[src/rtl/ram_sp_pkg.sv]
// Shared types and helpers for the ram_sp_ctrl scratch memory.
// Holds the FSM state encoding, the latency limit and the parity function.
package ram_sp_pkg;

    typedef enum logic [0:0] {CLEAR, READY} ram_sp_state_e;

    localparam int RD_LAT_MAX = 2;

    // Widest data word supported by calc_parity; narrower words are zero-extended.
    localparam int DATA_W_MAX = 64;

    function automatic logic calc_parity(input logic [DATA_W_MAX-1:0] data);
        return ^data;
    endfunction

endpackage

[src/rtl/ram_sp_array.sv]
// Storage array with one write port and one registered read port for ram_sp_ctrl.
// With RAM_SP_PARITY_EN defined, a parity column is stored and checked on every read.
module ram_sp_array
    import ram_sp_pkg::*;
#(
    parameter int DATA_W = 8,
    parameter int ADDR_W = 4,
    parameter int DEPTH  = 16
) (
    input  logic              clk,
    input  logic              rstn,
    input  logic              we_i,
    input  logic [ADDR_W-1:0] waddr_i,
    input  logic [DATA_W-1:0] wdata_i,
    input  logic              re_i,
    input  logic              rzero_i,
    input  logic [ADDR_W-1:0] raddr_i,
    output logic [DATA_W-1:0] rdata_o,
    output logic              rpar_err_o
);

    logic [DATA_W-1:0] mem [DEPTH];
    logic [DATA_W-1:0] rdata_q;

    // NOTE: the storage itself has no reset; the clear sequencer zeroes it word by word.
    always_ff @(posedge clk) begin
        if (we_i) begin
            mem[waddr_i] <= wdata_i;
        end
    end

    // Read register only loads on a read, so the output holds between reads.
    always_ff @(posedge clk) begin
        if (!rstn) begin
            rdata_q <= '0;
        end else if (re_i) begin
            rdata_q <= rzero_i ? '0 : mem[raddr_i];
        end
    end

    assign rdata_o = rdata_q;

`ifdef RAM_SP_PARITY_EN
    logic mem_par [DEPTH];
    logic par_err_q;

    always_ff @(posedge clk) begin
        if (we_i) begin
            mem_par[waddr_i] <= calc_parity(DATA_W_MAX'(wdata_i));
        end
    end

    // Out-of-range reads are forced to zero and never report a parity error.
    always_ff @(posedge clk) begin
        if (!rstn) begin
            par_err_q <= 1'b0;
        end else if (re_i) begin
            par_err_q <= !rzero_i &&
                         (calc_parity(DATA_W_MAX'(mem[raddr_i])) != mem_par[raddr_i]);
        end
    end

    assign rpar_err_o = par_err_q;
`else
    assign rpar_err_o = 1'b0;
`endif

endmodule

[src/rtl/ram_sp_ctrl.sv]
// Single-port scratch RAM controller: clear-on-reset sequencer, range check and read pipeline.
// Optional per-word parity is enabled with RAM_SP_PARITY_EN.
module ram_sp_ctrl
    import ram_sp_pkg::*;
#(
    parameter int DATA_W = 8,
    parameter int ADDR_W = 4,
    parameter int DEPTH  = 16,
    parameter int RD_LAT = 1
) (
    input  logic              clk,
    input  logic              rstn,
    input  logic              ce_mem,
    input  logic              we_mem,
    input  logic [ADDR_W-1:0] addr_mem,
    input  logic [DATA_W-1:0] datai_mem,
    output logic              rdy_mem,
    output logic [DATA_W-1:0] datao_mem,
    output logic              rd_vld_mem,
    output logic              addr_err_mem,
    output logic              par_err_mem
);

    // DEPTH may equal 2**ADDR_W, so the range check uses one extra bit.
    localparam logic [ADDR_W:0]   DEPTH_EXT = (ADDR_W+1)'(DEPTH);
    localparam logic [ADDR_W-1:0] LAST_IDX  = ADDR_W'(DEPTH - 1);

    ram_sp_state_e     state_q, state_d;
    logic [ADDR_W-1:0] clr_ptr_q, clr_ptr_d;

    logic              in_range;
    logic              req_acc;
    logic              rd_req;

    logic              arr_we;
    logic [ADDR_W-1:0] arr_waddr;
    logic [DATA_W-1:0] arr_wdata;
    logic              arr_re;
    logic              arr_rzero;
    logic [ADDR_W-1:0] arr_raddr;
    logic [DATA_W-1:0] arr_rdata;
    logic              arr_perr;

    logic              rd_vld_q;
    logic              addr_err_q;

    assign in_range = ({1'b0, addr_mem} < DEPTH_EXT);
    assign req_acc  = (state_q == READY) && ce_mem;
    assign rd_req   = req_acc && !we_mem;

    // NOTE: every combinational output gets a default first so no latch is inferred.
    always_comb begin
        state_d   = state_q;
        clr_ptr_d = clr_ptr_q;
        if (state_q == CLEAR) begin
            if (clr_ptr_q == LAST_IDX) begin
                state_d   = READY;
                clr_ptr_d = '0;
            end else begin
                clr_ptr_d = clr_ptr_q + ADDR_W'(1);
            end
        end
    end

    always_ff @(posedge clk) begin
        if (!rstn) begin
            state_q   <= CLEAR;
            clr_ptr_q <= '0;
        end else begin
            state_q   <= state_d;
            clr_ptr_q <= clr_ptr_d;
        end
    end

    // The clear sequencer owns the write port until READY; writes are blocked while in reset.
    always_comb begin
        arr_we    = 1'b0;
        arr_waddr = addr_mem;
        arr_wdata = datai_mem;
        if (state_q == CLEAR) begin
            arr_we    = rstn;
            arr_waddr = clr_ptr_q;
            arr_wdata = '0;
        end else if (req_acc && we_mem && in_range) begin
            arr_we    = rstn;
        end
    end

    generate
        if (RD_LAT >= RD_LAT_MAX) begin : g_addr_stage
            logic              stg_vld_q;
            logic              stg_oor_q;
            logic [ADDR_W-1:0] stg_addr_q;

            always_ff @(posedge clk) begin
                if (!rstn) begin
                    stg_vld_q  <= 1'b0;
                    stg_oor_q  <= 1'b0;
                    stg_addr_q <= '0;
                end else begin
                    stg_vld_q <= rd_req;
                    if (rd_req) begin
                        stg_oor_q  <= !in_range;
                        stg_addr_q <= addr_mem;
                    end
                end
            end

            assign arr_re    = stg_vld_q;
            assign arr_rzero = stg_oor_q;
            assign arr_raddr = stg_addr_q;
        end else begin : g_no_stage
            assign arr_re    = rd_req;
            assign arr_rzero = !in_range;
            assign arr_raddr = addr_mem;
        end
    endgenerate

    ram_sp_array #(
        .DATA_W (DATA_W),
        .ADDR_W (ADDR_W),
        .DEPTH  (DEPTH)
    ) u_array (
        .clk        (clk),
        .rstn       (rstn),
        .we_i       (arr_we),
        .waddr_i    (arr_waddr),
        .wdata_i    (arr_wdata),
        .re_i       (arr_re),
        .rzero_i    (arr_rzero),
        .raddr_i    (arr_raddr),
        .rdata_o    (arr_rdata),
        .rpar_err_o (arr_perr)
    );

    always_ff @(posedge clk) begin
        if (!rstn) begin
            rd_vld_q   <= 1'b0;
            addr_err_q <= 1'b0;
        end else begin
            rd_vld_q   <= arr_re;
            addr_err_q <= req_acc && !in_range;
        end
    end

    assign rdy_mem      = (state_q == READY);
    assign datao_mem    = arr_rdata;
    assign rd_vld_mem   = rd_vld_q;
    assign addr_err_mem = addr_err_q;
    assign par_err_mem  = rd_vld_q && arr_perr;

endmodule

[config.mk]
export PLATFORM = sky130hd
export DESIGN_NAME = ram_sp_ctrl
export DESIGN_NICKNAME = d
export VERILOG_FILES = /design/src/rtl/ram_sp_pkg.sv /design/src/rtl/ram_sp_array.sv /design/src/rtl/ram_sp_ctrl.sv
export SDC_FILE = /design/constraint.sdc
export NUM_CORES = 1
export LEC_CHECK = 0
export BUFFER_PORTS_ARGS = -buffer_cell sky130_fd_sc_hd__buf_2
export CORE_ASPECT_RATIO = 1.25
export CORE_MARGIN = 3
export CORE_UTILIZATION = 40
export DETAILED_ROUTE_END_ITERATION = 8
export GPL_ROUTABILITY_DRIVEN = 0
export HOLD_SLACK_MARGIN = 0.1
export PLACE_DENSITY = 0.62
export SLEW_MARGIN = 10
export SYNTH_ARGS = -nofsm -noshare
export SYNTH_HDL_FRONTEND = slang
export SYNTH_SLANG_ARGS = --single-unit
[constraint.sdc]
create_clock -name clk -period 5.3 [get_ports clk]
set_input_delay 1.06 -clock clk [delete_from_list [all_inputs] [get_ports clk]]
set_output_delay 1.06 -clock clk [all_outputs]
set_load 0.05 [all_outputs]
Word-level counts from Yosys, hierarchy flattened
Memories as Yosys holds them, arrays and structs flattened. A register that Yosys moved wholly into a read port is not among the register bits.
Cells that the tools add are included.

storage, ports and cells
  register bits = 6
  memory bits (writable) = 128
  input bits = 16
  output and inout port bits = 12
  logic and storage cells = 20
  memories kept = 1

memories
  memory       depth  width  rd ports  clocked after memory_dff  write ports  line                source
  u_array.mem  16     8      1         1                         1            ram_sp_array.sv:22  logic [DATA_W-1:0] mem [DEPTH];

cells by class
  $add $sub $neg = 1
  equality and inequality tests = 1
  mux-type cells = 9
  reductions and logical operators = 5

operators with widths
  operator               count
  $mux W4                2
  $mux W8                1
  $mux W1                6
  $add A4 B1 Y4 const B  1
  $eq A4 B4 Y1 const B   1
  $logic_and A1 B1 Y1    3
  $logic_not A1 Y1       2

Longest topological paths before layout
  word-level depth = 6
  depth in mapped cells = 7
  gate-level depth less buffers = 4

Cells and area by module
Synthesis repeated with hierarchy kept, for this count alone.

unflattened totals
  cell total of the unflattened synthesis = 285
  area total of the unflattened synthesis = 5579.1 um^2

by module, submodules not included
  module        times used  cells each  area an instance (um^2)  sequential area each (um^2)
  ram_sp_array  1           242         5177.5                   4003.8
  ram_sp_ctrl   1           43          401.6                    120.1

Worst setup path after synthesis
No wires, ideal clock.

  kind = input port to flip-flop
  from = in addr_mem[1]
  to = mem u_array.mem[10][0] (enable)
  library setup time = 0.370 ns
  arrival = 2.237 ns
  required time = 4.930 ns
  setup slack = 2.693 ns
  stages on the path = 5
  buffers on the path = 3
  cell sequence = buf_2 -> buf_2 -> buf_2 -> a32oi_1 -> nor2_1

between the ends
  word-level cells in the longest chain between the ends = 1

RTL lines
  element             line                source
  start: declaration  ram_sp_ctrl.sv:15   input logic [ADDR_W-1:0] addr_mem,
  $mux W4             ram_sp_ctrl.sv:80   if (state_q == CLEAR) begin
  end: declaration    ram_sp_array.sv:22

Every way passes these cells.

Worst setup path after layout
  from = reg state_q, in the netlist rdy_mem
  to = out rdy_mem

RTL lines
  element                   line               source
  start: declaration        ram_sp_ctrl.sv:28  ram_sp_state_e state_q, state_d;
  start signal: assignment  ram_sp_ctrl.sv:70  state_q <= state_d;
  end: declaration          ram_sp_ctrl.sv:17  output logic rdy_mem,

No word-level cell between the ends.

==> impl_metrics.tcl <==
set metrics [dict create \
    synth_edf_count 128 \
    power.total_mw 2.39 \
    p_per_area_nw_per_um2 372 \
    crit_fanout 29 \
    worst_slew_pin_slew_ps 884 \
    wl_per_cell_um 22.2 \
    critPathBufInv 1 \
    clockBufferDepth 2 \
    synth-seq-cells 142 \
    setup_viol 0 \
    hold_path_depth 2 \
    synth_top_cells_by_area "edfxtp_1 (68%), mux4_2 (5.6%), mux2i_1 (5.3%)" \
    slowest_stage "dfxtp_1" \
    layout_setup_ws_ps 2540 \
    fp.dieH_um 139 \
    antenna_found_initial 0 \
    slew_violations 0 \
    drtAntennaViolNets 0 \
    nNetsFinal 355 \
    cp-end-kind "output pin" \
    cp.depth 1 \
    tritoncts "yes" \
    layout_common_cells "edfxtp_1 (128), mux2i_1 (30), buf_2 (25)" \
    n_fill_cell 1133 \
    synthArstFlopShare_pct 0 \
    drt_pass1_iterations 5 \
    area_growth_pct 13.8 \
    wirelength_um 11500 \
    yosys_warnings 0 \
    p_leak_nw 2.29 \
    clock-root-buffer "clkbuf_16" \
    yosysUniqueCellTypes 37 \
    die-area_um2 15600 \
    synthDominantCellAreaShare_pct 67.9 \
    core_um2 13500 \
    grt_pass1_wl_um 17500 \
    synth-main-ff-cell "edfxtp_1" \
    clk_pin_slew_worst_paths_ps 50 \
    path_cells "buf_2" \
    ioPinCount 28 \
    cp.arrival_ps 1700 \
    fin_crit_sh_pct 52.2 \
    path_class "reg -> out" \
    grt_overflow 0 \
    antenna_cells 0 \
    route.detailed.vias_per_inst 5.49 \
    clock_sinks 142 \
    synthCells 307 \
    path_delay_family "flip-flops" \
    rsz0062_at_grt "false" \
    avgSynthCellArea_um2 18.4 \
    status "finished clean" \
    grt_max_degree 30 \
    post-cts-setup-buffer-count 0 \
    hold_buffers 0 \
    synth_top_area_cell "edfxtp_1" \
    max_slew_margin_pct 41.0 \
    peakVddDrop_mv 0.177 \
    cts_resized 0 \
    grt_usage_pct 15.5 \
    fp.dieW_um 112 \
    first_iter_violations 230 \
    final_common_cell "edfxtp_1" \
    grt_pass1_vias 2904 \
    cts_buffers 17 \
    seq_area_frac_synth_pct 72.9 \
    period_minus_slack_ps 2760 \
    post-route-drc-count 0 \
    io_buffers 25 \
    clock_latency_ps 410 \
    fp-row-count 47 \
    final_util_pct 47.6 \
    dp_slack_ps 2150 \
    cpPeakStageDelay_ps 890 \
    fmax_mhz 362 \
    worstPathRequired_ps 4240 \
    htree_levels 4 \
    critical_path.startpoint_type "register" \
    start_util_pct 41.8 \
    setup-tns-final_ps 0 \
    hp-class "reg -> reg" \
    hold_viol 0 \
    hpwl_um 7800 \
    cap_viol_max_count 0 \
    dr_total_vias 2850 \
    skew_ps 11.6 \
    drive_gt1_share_pct 19.8 \
    worst_r2r_path_depth 4 \
    mappedNetlistArea_um2 5660 \
]
[power by group]
group	total (mW)	switching (mW)	leakage [nW]	internal, mW
sequential	1.23	0.00634	1.37	1.22
clock	1.07	0.403	0.261	0.672
combinational	0.0931	0.0542	0.654	0.0389
total	2.39	0.463	2.29	1.93
[cells by family after synthesis]
logic type | share of synthesized area (%)
adders and majority gates | 0.221
xor gates and xnor gates | 0.155
and+or+nand+nor | 4.60
DFF | 72.9
other | 0.0663
muxes | 15.2
AOI/OAI and AO/OA | 4.93
buffers and inverters | 1.92
[layer usage]
metal	track usage (%)	up-vias	share of wire, %
met3	3.97	10	4.9
met1	19.1	1454	40
met5	0	-	0
met4	5.57	0	1.4
met2	26.2	81	53
li1	-	1305	-
[final timing paths]
kind | startpoint | to | slack, ps
min reg2reg | u_array.rdata_o[0] | u_array.rdata_o[0] | 500
max | rdy_mem | rdy_mem | 2540
max reg2reg | rdy_mem | u_array.mem[5][6] | 2660
min | u_array.rdata_o[0] | u_array.rdata_o[0] | 500
[cells in the mapped netlist (4+ instances only)]
library cell,count
a22oi_1,12
mux2i_1,30
nor2_1,20
a32oi_1,6
dfxtp_1,14
mux4_2,14
mux4_1,8
nand2_1,4
o21ai_0,8
buf_2,6
nor2b_1,6
edfxtp_1,128
a31oi_1,4
buf_6,4
and2_1,10
[cell type report]
class | instances | area, um2 | share of cell area [%]
Clock inverter | 11 | 103 | 1.59
Tap cell | 171 | 214 | 3.32
Timing Repair Buffer | 26 | 133 | 2.06
Multi-Input combinational cell | 149 | 1430 | 22.2
Clock buffer | 18 | 429 | 6.67
Sequential cell | 142 | 4120 | 64.1
Inverter | 2 | 7.51 | 0.117
[flip-flops by register name (all words and copies together) (netlist names)]
register         count
u_array.mem        128
clr_ptr_q            4
u_array.rdata_o      8
rdy_mem              1
rd_vld_mem           1
[worst min-delay path, cell delays in order (launching register included)]
cell,delay [ps]
dfxtp_1,340
a22oi_2,70
o21ai_1,60
[per-stage QoR]
stage	instances	hold WS, ps	area [um2]
floorplan	308	490	5660
global placement	490	493	5910
global route	519	539	6440
finish	519	505	6440
detailed placement	490	503	5910
CTS	519	515	6440
Power figures use the tool's default switching activity.
